--- config.mk ---
export PLATFORM = sky130hd
export DESIGN_NAME = fetch_stage
export DESIGN_NICKNAME = d
export VERILOG_FILES = /design/src/rtl/fetch_pkg.sv /design/src/rtl/fetch_queue.sv /design/src/rtl/fetch_stage.sv
export SDC_FILE = /design/constraint.sdc
export NUM_CORES = 1
export LEC_CHECK = 0
export ABC_CLOCK_PERIOD_IN_PS = 8900
export BUFFER_PORTS_ARGS = -buffer_cell sky130_fd_sc_hd__clkbuf_2
export CAP_MARGIN = 25
export CORE_ASPECT_RATIO = 2
export CORE_MARGIN = 5
export CORE_UTILIZATION = 55
export CTS_CLUSTER_DIAMETER = 120
export CTS_CLUSTER_SIZE = 28
export DETAILED_ROUTE_END_ITERATION = 16
export HOLD_SLACK_MARGIN = 0.1
export PLACE_DENSITY = 0.78
export SLEW_MARGIN = 20
export SYNTH_ARGS = -nofsm -noshare
export SYNTH_HDL_FRONTEND = slang
export SYNTH_HIERARCHICAL = 1
export SYNTH_SLANG_ARGS = --single-unit
--- constraint.sdc ---
create_clock -name clock -period 8.9 [get_ports clock]
set_input_delay 0.445 -clock clock [delete_from_list [all_inputs] [get_ports clock]]
set_output_delay 0.445 -clock clock [all_outputs]
set_load 0.02 [all_outputs]
--- src/rtl/fetch_pkg.sv ---
// rtl/fetch_pkg.sv - shared constants and FSM encoding for the fetch front-end
package fetch_pkg;

    localparam int          XLEN_DEFAULT = 32;
    localparam logic [31:0] NOP_INSTR    = 32'h0000_0013;
    localparam int          PC_STEP      = 4;

    typedef enum logic [1:0] {
        IDLE  = 2'd0,
        WAIT  = 2'd1,
        DRAIN = 2'd2
    } fetch_state_t;

endpackage

--- src/rtl/fetch_queue.sv ---
// rtl/fetch_queue.sv - prefetch FIFO of {pc, instr} pairs
// Ports: clock/reset (async, active-high); push/push_pc/push_instr write side;
// pop read side; flush empties the queue and wins over push; full/empty/count
// status; head_pc/head_instr show the head entry, or the last popped entry
// (reset: pc 0, NOP) while empty.
module fetch_queue
    import fetch_pkg::*;
#(
    parameter int XLEN  = XLEN_DEFAULT,
    parameter int DEPTH = 2
) (
    input  logic                       clock,
    input  logic                       reset,
    input  logic                       push,
    input  logic [XLEN-1:0]            push_pc,
    input  logic [31:0]                push_instr,
    input  logic                       pop,
    input  logic                       flush,
    output logic                       full,
    output logic                       empty,
    output logic [$clog2(DEPTH):0]     count,
    output logic [XLEN-1:0]            head_pc,
    output logic [31:0]                head_instr
);

    localparam int AW = $clog2(DEPTH);

    logic [XLEN-1:0] pc_mem    [DEPTH];
    logic [31:0]     instr_mem [DEPTH];
    logic [AW-1:0]   rd_ptr;
    logic [AW-1:0]   wr_ptr;
    logic [XLEN-1:0] last_pc;
    logic [31:0]     last_instr;
    logic            do_push;
    logic            do_pop;

    assign full    = (count == (AW+1)'(DEPTH));
    assign empty   = (count == '0);
    assign do_pop  = pop && !empty && !flush;
    // A full queue still accepts a push when the head leaves in the same cycle.
    assign do_push = push && !flush && (!full || do_pop);

    always_ff @(posedge clock or posedge reset) begin
        if (reset) begin
            rd_ptr     <= '0;
            wr_ptr     <= '0;
            count      <= '0;
            last_pc    <= '0;
            last_instr <= NOP_INSTR;
        end else if (flush) begin
            rd_ptr <= '0;
            wr_ptr <= '0;
            count  <= '0;
        end else begin
            if (do_push) begin
                wr_ptr <= wr_ptr + AW'(1);
            end
            if (do_pop) begin
                rd_ptr     <= rd_ptr + AW'(1);
                last_pc    <= pc_mem[rd_ptr];
                last_instr <= instr_mem[rd_ptr];
            end
            if (do_push && !do_pop) begin
                count <= count + (AW+1)'(1);
            end else if (!do_push && do_pop) begin
                count <= count - (AW+1)'(1);
            end
        end
    end

    always_ff @(posedge clock) begin
        if (do_push) begin
            pc_mem[wr_ptr]    <= push_pc;
            instr_mem[wr_ptr] <= push_instr;
        end
    end

    assign head_pc    = empty ? last_pc    : pc_mem[rd_ptr];
    assign head_instr = empty ? last_instr : instr_mem[rd_ptr];

endmodule

--- src/rtl/fetch_stage.sv ---
// rtl/fetch_stage.sv - instruction fetch front-end with PC, imem port and prefetch queue
// Ports: clock/reset (async, active-high); imem_req/imem_addr request pulse and
// address; imem_valid/imem_rdata response; redirect/redirect_pc flush and restart;
// out_valid/out_ready/out_instr/out_pc decode handshake.
// FETCH_PERF_CNT_EN: adds fetch_count (pushes) and flush_count (redirects).
module fetch_stage
    import fetch_pkg::*;
#(
    parameter int              XLEN     = XLEN_DEFAULT,
    parameter logic [XLEN-1:0] RESET_PC = '0,
    parameter int              QDEPTH   = 2
) (
    input  logic            clock,
    input  logic            reset,
    output logic            imem_req,
    output logic [XLEN-1:0] imem_addr,
    input  logic            imem_valid,
    input  logic [31:0]     imem_rdata,
    input  logic            redirect,
    input  logic [XLEN-1:0] redirect_pc,
    output logic            out_valid,
    input  logic            out_ready,
    output logic [31:0]     out_instr,
    output logic [XLEN-1:0] out_pc
`ifdef FETCH_PERF_CNT_EN
    ,
    output logic [31:0]     fetch_count,
    output logic [31:0]     flush_count
`endif
);

    localparam int CW = $clog2(QDEPTH) + 1;

    fetch_state_t    state, state_next;
    logic [XLEN-1:0] fetch_pc, pc_next, pc_inc, addr_next;
    logic            req_next;
    logic            push, pop, flush;
    logic            full, empty;
    logic [CW-1:0]   count;
    logic            room_after_push;

    assign pc_inc          = fetch_pc + XLEN'(PC_STEP);
    assign pop             = out_valid && out_ready;
    assign out_valid       = !empty;
    // Back-to-back issue only when the entry being pushed leaves a free slot.
    assign room_after_push = (int'(count) + 1 - (pop ? 1 : 0)) < QDEPTH;

    always_ff @(posedge clock or posedge reset) begin
        if (reset) begin
            state     <= IDLE;
            fetch_pc  <= RESET_PC;
            imem_req  <= 1'b0;
            imem_addr <= '0;
        end else begin
            state     <= state_next;
            fetch_pc  <= pc_next;
            imem_req  <= req_next;
            imem_addr <= addr_next;
        end
    end

    always_comb begin
        state_next = state;
        pc_next    = fetch_pc;
        req_next   = 1'b0;
        addr_next  = imem_addr;
        push       = 1'b0;
        flush      = 1'b0;
        if (redirect) begin
            flush   = 1'b1;
            pc_next = redirect_pc & ~XLEN'(3);
            // A response arriving with the redirect is dropped here, so only
            // a still-outstanding request needs the DRAIN detour.
            if (state != IDLE && !imem_valid) begin
                state_next = DRAIN;
            end else begin
                state_next = IDLE;
            end
        end else begin
            unique case (state)
                IDLE: begin
                    if (!full) begin
                        req_next   = 1'b1;
                        addr_next  = fetch_pc;
                        state_next = WAIT;
                    end
                end
                WAIT: begin
                    if (imem_valid) begin
                        push    = 1'b1;
                        pc_next = pc_inc;
                        if (room_after_push) begin
                            req_next   = 1'b1;
                            addr_next  = pc_inc;
                            state_next = WAIT;
                        end else begin
                            state_next = IDLE;
                        end
                    end
                end
                DRAIN: begin
                    if (imem_valid) begin
                        state_next = IDLE;
                    end
                end
                default: state_next = IDLE;
            endcase
        end
    end

    fetch_queue #(
        .XLEN  (XLEN),
        .DEPTH (QDEPTH)
    ) u_queue (
        .clock      (clock),
        .reset      (reset),
        .push       (push),
        .push_pc    (fetch_pc),
        .push_instr (imem_rdata),
        .pop        (pop),
        .flush      (flush),
        .full       (full),
        .empty      (empty),
        .count      (count),
        .head_pc    (out_pc),
        .head_instr (out_instr)
    );

`ifdef FETCH_PERF_CNT_EN
    always_ff @(posedge clock or posedge reset) begin
        if (reset) begin
            fetch_count <= '0;
            flush_count <= '0;
        end else begin
            if (push) begin
                fetch_count <= fetch_count + 32'd1;
            end
            if (redirect) begin
                flush_count <= flush_count + 32'd1;
            end
        end
    end
`endif

endmodule

==> run_results.csv, run 1 <==
group,metric,value,unit
outcome,status,"complete, no violations",
routing,vias_per_cell,5.50,
finish,nets,1170,
sta,min_period,3430,ps
job,drv_cap,0,
power,vdd_drop_max,0.000165,V
power,pwr-share-clk,26.3,%
sta,max_freq,291,MHz
yosys,synth_ff_type,"edfxtp_1",
power,seqPwrFrac,56.4,%
yosys,async_flop_share,50.6,%
yosys,synth_area_per_cell,11.9,um^2
min_path,worstHoldPathCells,1,
floorplanning,die_height,215,um
sta,slew_headroom,45.2,%
sta,fin_skew,22.8,ps
power,p_int,1.78,mW
clock_tree,clk_pin_slew,110,ps
min_path,hold_class,"in -> reg",
finish,multiInputGateArea,4040,um^2
routing,routed_wl,25.1,mm
yosys,syn_area,11500,um^2
finish,design_area,12900,um^2
clock_tree,clk_latency,490,ps
grt,overflow,0,
grt,gr-usage-all-layers,21.1,%
place,placed_area,12500,um^2
finish,seq_area,7130,um^2
yosys,synth_seq_area_share,61.9,%
yosys,synth_cells,969,
routing,vias,7567,
routing,drc_errors,0,
yosys,synth.top_cell.area_share,33.4,%
power,p_switching,730,uW
grt,grt_pass1_vias,7788,
clock_tree,cts_setup_buffers,0,
routing,drtAntennaViolNets,0,
sta,drv_slew,0,
grt,grt_pass1_wl,40.9,mm
power,p_leak,5.23,nW
routing,first_pass_iters,7,
yosys,yosysWarnings,6,
yosys,netlist.top_cell.by_area,"edfxtp_1",
routing,wl_per_cell,18.3,um
power,p_per_area,194,nW/um^2
floorplanning,ios,167,
floorplanning,die_w,112,um
power,swShare,29.1,%
sta,final-setup-viol-count,0,
finish,drive_gt1_share,25.8,%
clock_tree,cts_resized,0,
clock_tree,clock_sinks,259,
sta,hold_viol,0,
power,finalPower,2.51,mW
sta,finalCritPeriodShare,38.6,%
sta,setup_tns,0,ps
critical_path,reg2reg_depth,9,
place,place.gp.congestion,0.882,
place,post-dp-hpwl,16.8,mm
critical_path,critPathLaunchType,"flip-flop",
place,portBuffers,162,
routing,drt_iter0_markers,350,
clock_tree,clockBufferDepth,3,
yosys,synth_edf_count,128,
yosys,synth_seq_cells,259,
grt,grt_max_degree,96,
floorplanning,start_util,55.3,%
critical_path,cp-end-kind,"flip-flop",
critical_path,path_max_fanout,62,
clock_tree,htree_levels,1,
floorplanning,num_rows,75,
sta,fin_hold_ws,136,ps
clock_tree,cts-root-buf,"clkbuf_16",
finish,fill_cells,1739,
critical_path,cp.arrival,3810,ps
clock_tree,cts_tree,"done",
sta,rsz0062_at_grt,"false",
yosys,synth_area_leaders,"edfxtp_1 (33%), dfrtp_1 (28%), mux2_2 (6.6%)",
finish,fin_util,62.1,%
floorplanning,coreArea,20800,um^2
critical_path,critPathKind,"reg -> reg",
sta,tightest_slew,822,ps
yosys,ys_types,45,
finish,area_growth,12.2,%
power,p_comb_share,17.3,%
clock_tree,cts_buffers,13,
floorplanning,dieArea,24100,um^2
critical_path,critPathRequiredTime,9280,ps
grt,antenna_found_initial,1,
## placed cells by master, fill, tap and decap left out, types with 10 or more instances in the layout
cell         n
a21oi_1     33
xor2_1      47
buf_4       11
clkbuf_2   161
o21ai_0     75
nand2_1     80
mux2i_1     34
mux2_2      68
edfxtp_1   128
nand3_1     30
o21ai_1     10
nor2_1     150
dfrtp_1    127
xnor2_1     13
o31ai_1     31
nand4_1     13
clkbuf_16   13
## per-stage QoR
stage | std cells | setup slack [ps]
global placement | 1349 | 4490
CTS | 1372 | 4750
finish | 1377 | 5470
detailed placement | 1350 | 4750
floorplan | 974 | 2210
global route | 1377 | 5160
## final cells by class
cell class                      instances  share of cell area, %
Multi-Input combinational cell        639                   31.2
Tap cell                              269                   2.60
Clock inverter                          2                  0.300
Timing Repair Buffer                  177                   7.68
Sequential cell                       259                   55.1
Inverter                               10                  0.300
Clock buffer                           20                   2.72
Antenna cell                            1                 0.0194
## flip-flops by register name (all words and copies together) (netlist names)
register / flops
imem_addr: 30
u_queue/count: 2
state: 2
u_queue/instr_mem: 64
u_queue/wr_ptr: 1
u_queue/pc_mem: 64
fetch_pc: 30
u_queue/rd_ptr: 1
imem_req: 1
u_queue/last_pc: 32
u_queue/last_instr: 32
## power by group through the flow
stage          sequential, mW  clock [mW]  combinational (mW)
3_3_place_gp             1.44           0               0.430
3_5_place_dp             1.44           0               0.437
6_report                 1.42       0.659               0.435
4_1_cts                  1.42       0.685               0.438
2_1_floorplan            1.47           0               0.252
5_1_grt                  1.43       0.727               0.479
## Yosys cell counts, types with 2 or more instances
cell / n
a21oi_1: 33
and3_1: 5
buf_2: 18
buf_4: 8
buf_6: 8
clkbuf_1: 32
dfrtp_1: 128
dfstp_2: 3
edfxtp_1: 128
inv_1: 9
mux2_1: 2
mux2_2: 68
mux2i_1: 34
nand2_1: 80
nand2b_1: 4
nand3_1: 30
nand3b_1: 2
nand4_1: 13
nor2_1: 150
nor2b_1: 3
nor3_1: 8
nor4_4: 4
o21ai_0: 75
o21ai_1: 11
o21ai_2: 5
o31ai_1: 31
xnor2_1: 13
xor2_1: 47
## critical path, stage by stage, from the launching register on
cell and delay, ps:
dfrtp_1 520, or2_4 480, inv_2 430, nand2b_1 290, inv_1 170, o21ai_4 70, buf_4 300, nor2_4 420
buf_12 240, mux2_2 360
## kinds of logic after synthesis
| family | count (synthesis) | synth area share [%] |
|---|---|---|
| multiplexers | 104 | 9.80 |
| XOR/XNOR | 60 | 4.56 |
| other | 1 | 0.0326 |
| AO/OA/AOI/OAI | 158 | 7.84 |
| AND/OR/NAND/NOR | 310 | 12.3 |
| flip-flops | 259 | 61.9 |
| adder cells (fa/ha/maj) | 1 | 0.109 |
| buffers and inverters | 76 | 3.45 |
## per-layer routing
| layer | up-vias | share of wire [%] | track usage, % |
|---|---|---|---|
| met4 | 0 | 4.7 | 9.63 |
| met1 | 3675 | 38 | 24.6 |
| met5 | - | 0 | 0 |
| li1 | 3643 | - | - |
| met2 | 188 | 54 | 38.3 |
| met3 | 61 | 3.5 | 2.17 |
## path summary, 6_finish.rpt
check	start	to	slack, ps
setup / recovery	u_queue/count[1]	u_queue/last_instr[7]	5470
hold / removal	imem_rdata[16]	u_queue/instr_mem[1][16]	140
setup reg to reg	u_queue/count[1]	u_queue/last_instr[7]	5470
hold reg to reg	imem_addr[15]	imem_addr[15]	500
max in group asynchronous	reset	fetch_pc[22]	7610
min in group asynchronous	reset	u_queue/last_pc[3]	540
## what timing repair did
action | CTS | global route
hold buffers | 0 | 1
endpoints found under the hold margin | 0 | 16
endpoints found under the setup margin | 0 | 0
Note: power is estimated with default switching activity, not from simulation.
==> run 2: changes to the inputs <==
Settings changed: ABC_CLOCK_PERIOD_IN_PS 8900 to 2800, CORE_UTILIZATION 55 to 52, PLACE_DENSITY 0.78 to 0.77.
Clock period 8.9 ns to 2.8 ns, I/O delays scaled along.
==> run 2 against run 1 <==
- clock-buffer cell count unchanged
- hold slack improved by 84 ps
- clock skew increased by 4.3 ps
- first-iteration DRC count increased by 69%
- combinational power increased to 3.4 times the previous value
- critical endpoint is now out_pc[20]
- sequential share of layout area decreased by 2.9 points
- highest routed layer unchanged
- routed wire length increased by 5.7%
==> run_results.csv, run 2 (synthesis gave the netlist of run 1 again) <==
group,metric,value,unit
outcome,status,"complete, no violations",
critical_path,critPathRequiredTime,2660,ps
floorplanning,coreArea,22000,um^2
critical_path,cp-end-kind,"output pin",
grt,grt_pass1_vias,8266,
critical_path,reg2reg_depth,5,
grt,overflow,0,
critical_path,cp_top_family,"simple AND/OR/NAND/NOR gates",
power,vdd_drop_max,0.000520,V
sta,setup_tns,0,ps
critical_path,crit_cells,6,
sta,hold_viol,0,
critical_path,cp.arrival,2310,ps
grt,grt_max_degree,95,
routing,drt_iter0_markers,590,
sta,fin_skew,27.1,ps
sta,max_freq,407,MHz
routing,drtAntennaViolNets,0,
finish,fin_util,62.1,%
finish,fill_cells,1731,
grt,grt_pass1_wl,42.7,mm
routing,drc_errors,0,
critical_path,critPathKind,"reg -> out",
floorplanning,num_rows,77,
routing,vias_per_cell,5.46,
power,finalPower,8.07,mW
finish,area_growth,18.5,%
place,post-dp-hpwl,17.7,mm
critical_path,critPathLaunchType,"flip-flop",
clock_tree,htree_levels,1,
grt,antenna_found_initial,0,
clock_tree,clk_latency,480,ps
floorplanning,die_height,220,um
routing,wl_per_cell,18.3,um
floorplanning,ios,167,
power,p_leak,5.54,nW
sta,min_period,2450,ps
floorplanning,die_w,115,um
critical_path,path_max_fanout,35,
critical_path,crit_buf_inv,3,
finish,final_common_cell,"clkbuf_2",
routing,first_pass_iters,7,
finish,diodes,0,
critical_path,critPathSlowestCell,"dfrtp_1",
critical_path,crit_top_cell,"nor2_1",
job,drv_cap,0,
clock_tree,clock_sinks,259,
place,portBuffers,162,
floorplanning,dieArea,25400,um^2
sta,drv_slew,0,
place,dp.cells,1366,
grt,gr-usage-all-layers,21.2,%
sta,fin_hold_ws,220,ps
finish,nets,1241,
sta,tightest_slew,836,ps
clock_tree,cts_buffers,13,
finish,stdcell_count,1453,
clock_tree,cts_tree,"done",
finish,layout_common_cells,"clkbuf_2 (161), nor2_1 (149), edfxtp_1 (128)",
critical_path,slowest_delay,500,ps
sta,final-setup-viol-count,0,
finish,drive_gt1_share,25.1,%
finish,reg_top3,"u_queue/instr_mem x64, u_queue/pc_mem x64",
sta,finalCritPeriodShare,87.7,%
clock_tree,clockBufferDepth,3,
clock_tree,clk_pin_slew,110,ps
min_path,hold_class,"in -> async",
critical_path,crit_chain,"or2_4, inv_6, buf_4, nor2_1, nor2_1, clkbuf_2",
place,place.gp.congestion,0.968,
sta,rsz0062_at_grt,"false",
power,p_per_area,591,nW/um^2
sta,slew_headroom,44.3,%
routing,routed_wl,26.6,mm
routing,vias,7930,
clock_tree,cts-root-buf,"clkbuf_16",
floorplanning,start_util,52.4,%
[run 2: repair_timing]
action / CTS / global route
hold endpoints to repair: 195 / 0
resized for setup: 0 / 0
hold buffers: 66 / 0
setup buffers: 0 / 0
[run 2: path summary, 6_finish.rpt]
path / slack, ps / start / to
worst min register to register: 490 / imem_addr[23] / imem_addr[23]
max in group asynchronous: 1780 / reset / imem_addr[15]
worst min-delay path: 220 / reset / u_queue/last_pc[8]
worst max-delay path: 350 / u_queue/count[1] / out_pc[20]
worst max register to register: 540 / state[1] / u_queue/instr_mem[1][6]
min in group clock: 300 / out_ready / u_queue/count[1]
[run 2: through the flow]
stage,setup slack (ps),instance area (um^2)
2_1_floorplan,-463,11600
3_3_place_gp,619,12600
3_5_place_dp,554,12600
4_1_cts,329,13600
5_1_grt,244,13600
6_report,345,13600
[run 2: routing by layer]
metal / share of wire [%] / track usage [%] / vias up
li1: - / - / 3788
met1: 37 / 24.6 / 3873
met5: 0 / 0 / -
met4: 4.5 / 10.5 / 0
met2: 54 / 38.6 / 215
met3: 3.9 / 1.86 / 54
[run 2: power breakdown]
group	total [mW]	internal, mW	switching (mW)
clock	2.08	0.903	1.18
sequential	4.51	4.28	0.230
combinational	1.48	0.538	0.942
total	8.07	5.72	2.35
[run 2: final cells by class]
type | count | area (um^2) | area share [%]
Clock inverter | 1 | 30.0 | 0.220
Clock buffer | 20 | 352 | 2.58
Timing Repair Buffer | 248 | 1670 | 12.3
Inverter | 10 | 45.0 | 0.330
Sequential cell | 259 | 7130 | 52.2
Multi-Input combinational cell | 639 | 4070 | 29.8
Tap cell | 276 | 345 | 2.53
[run 2: worst reg2reg max path: stages, from the launching register on]
cell and delay (ps):
dfrtp_1 450, nand3b_1 410, nor2_2 360, o21ai_4 140, nor3b_4 250, buf_12 310
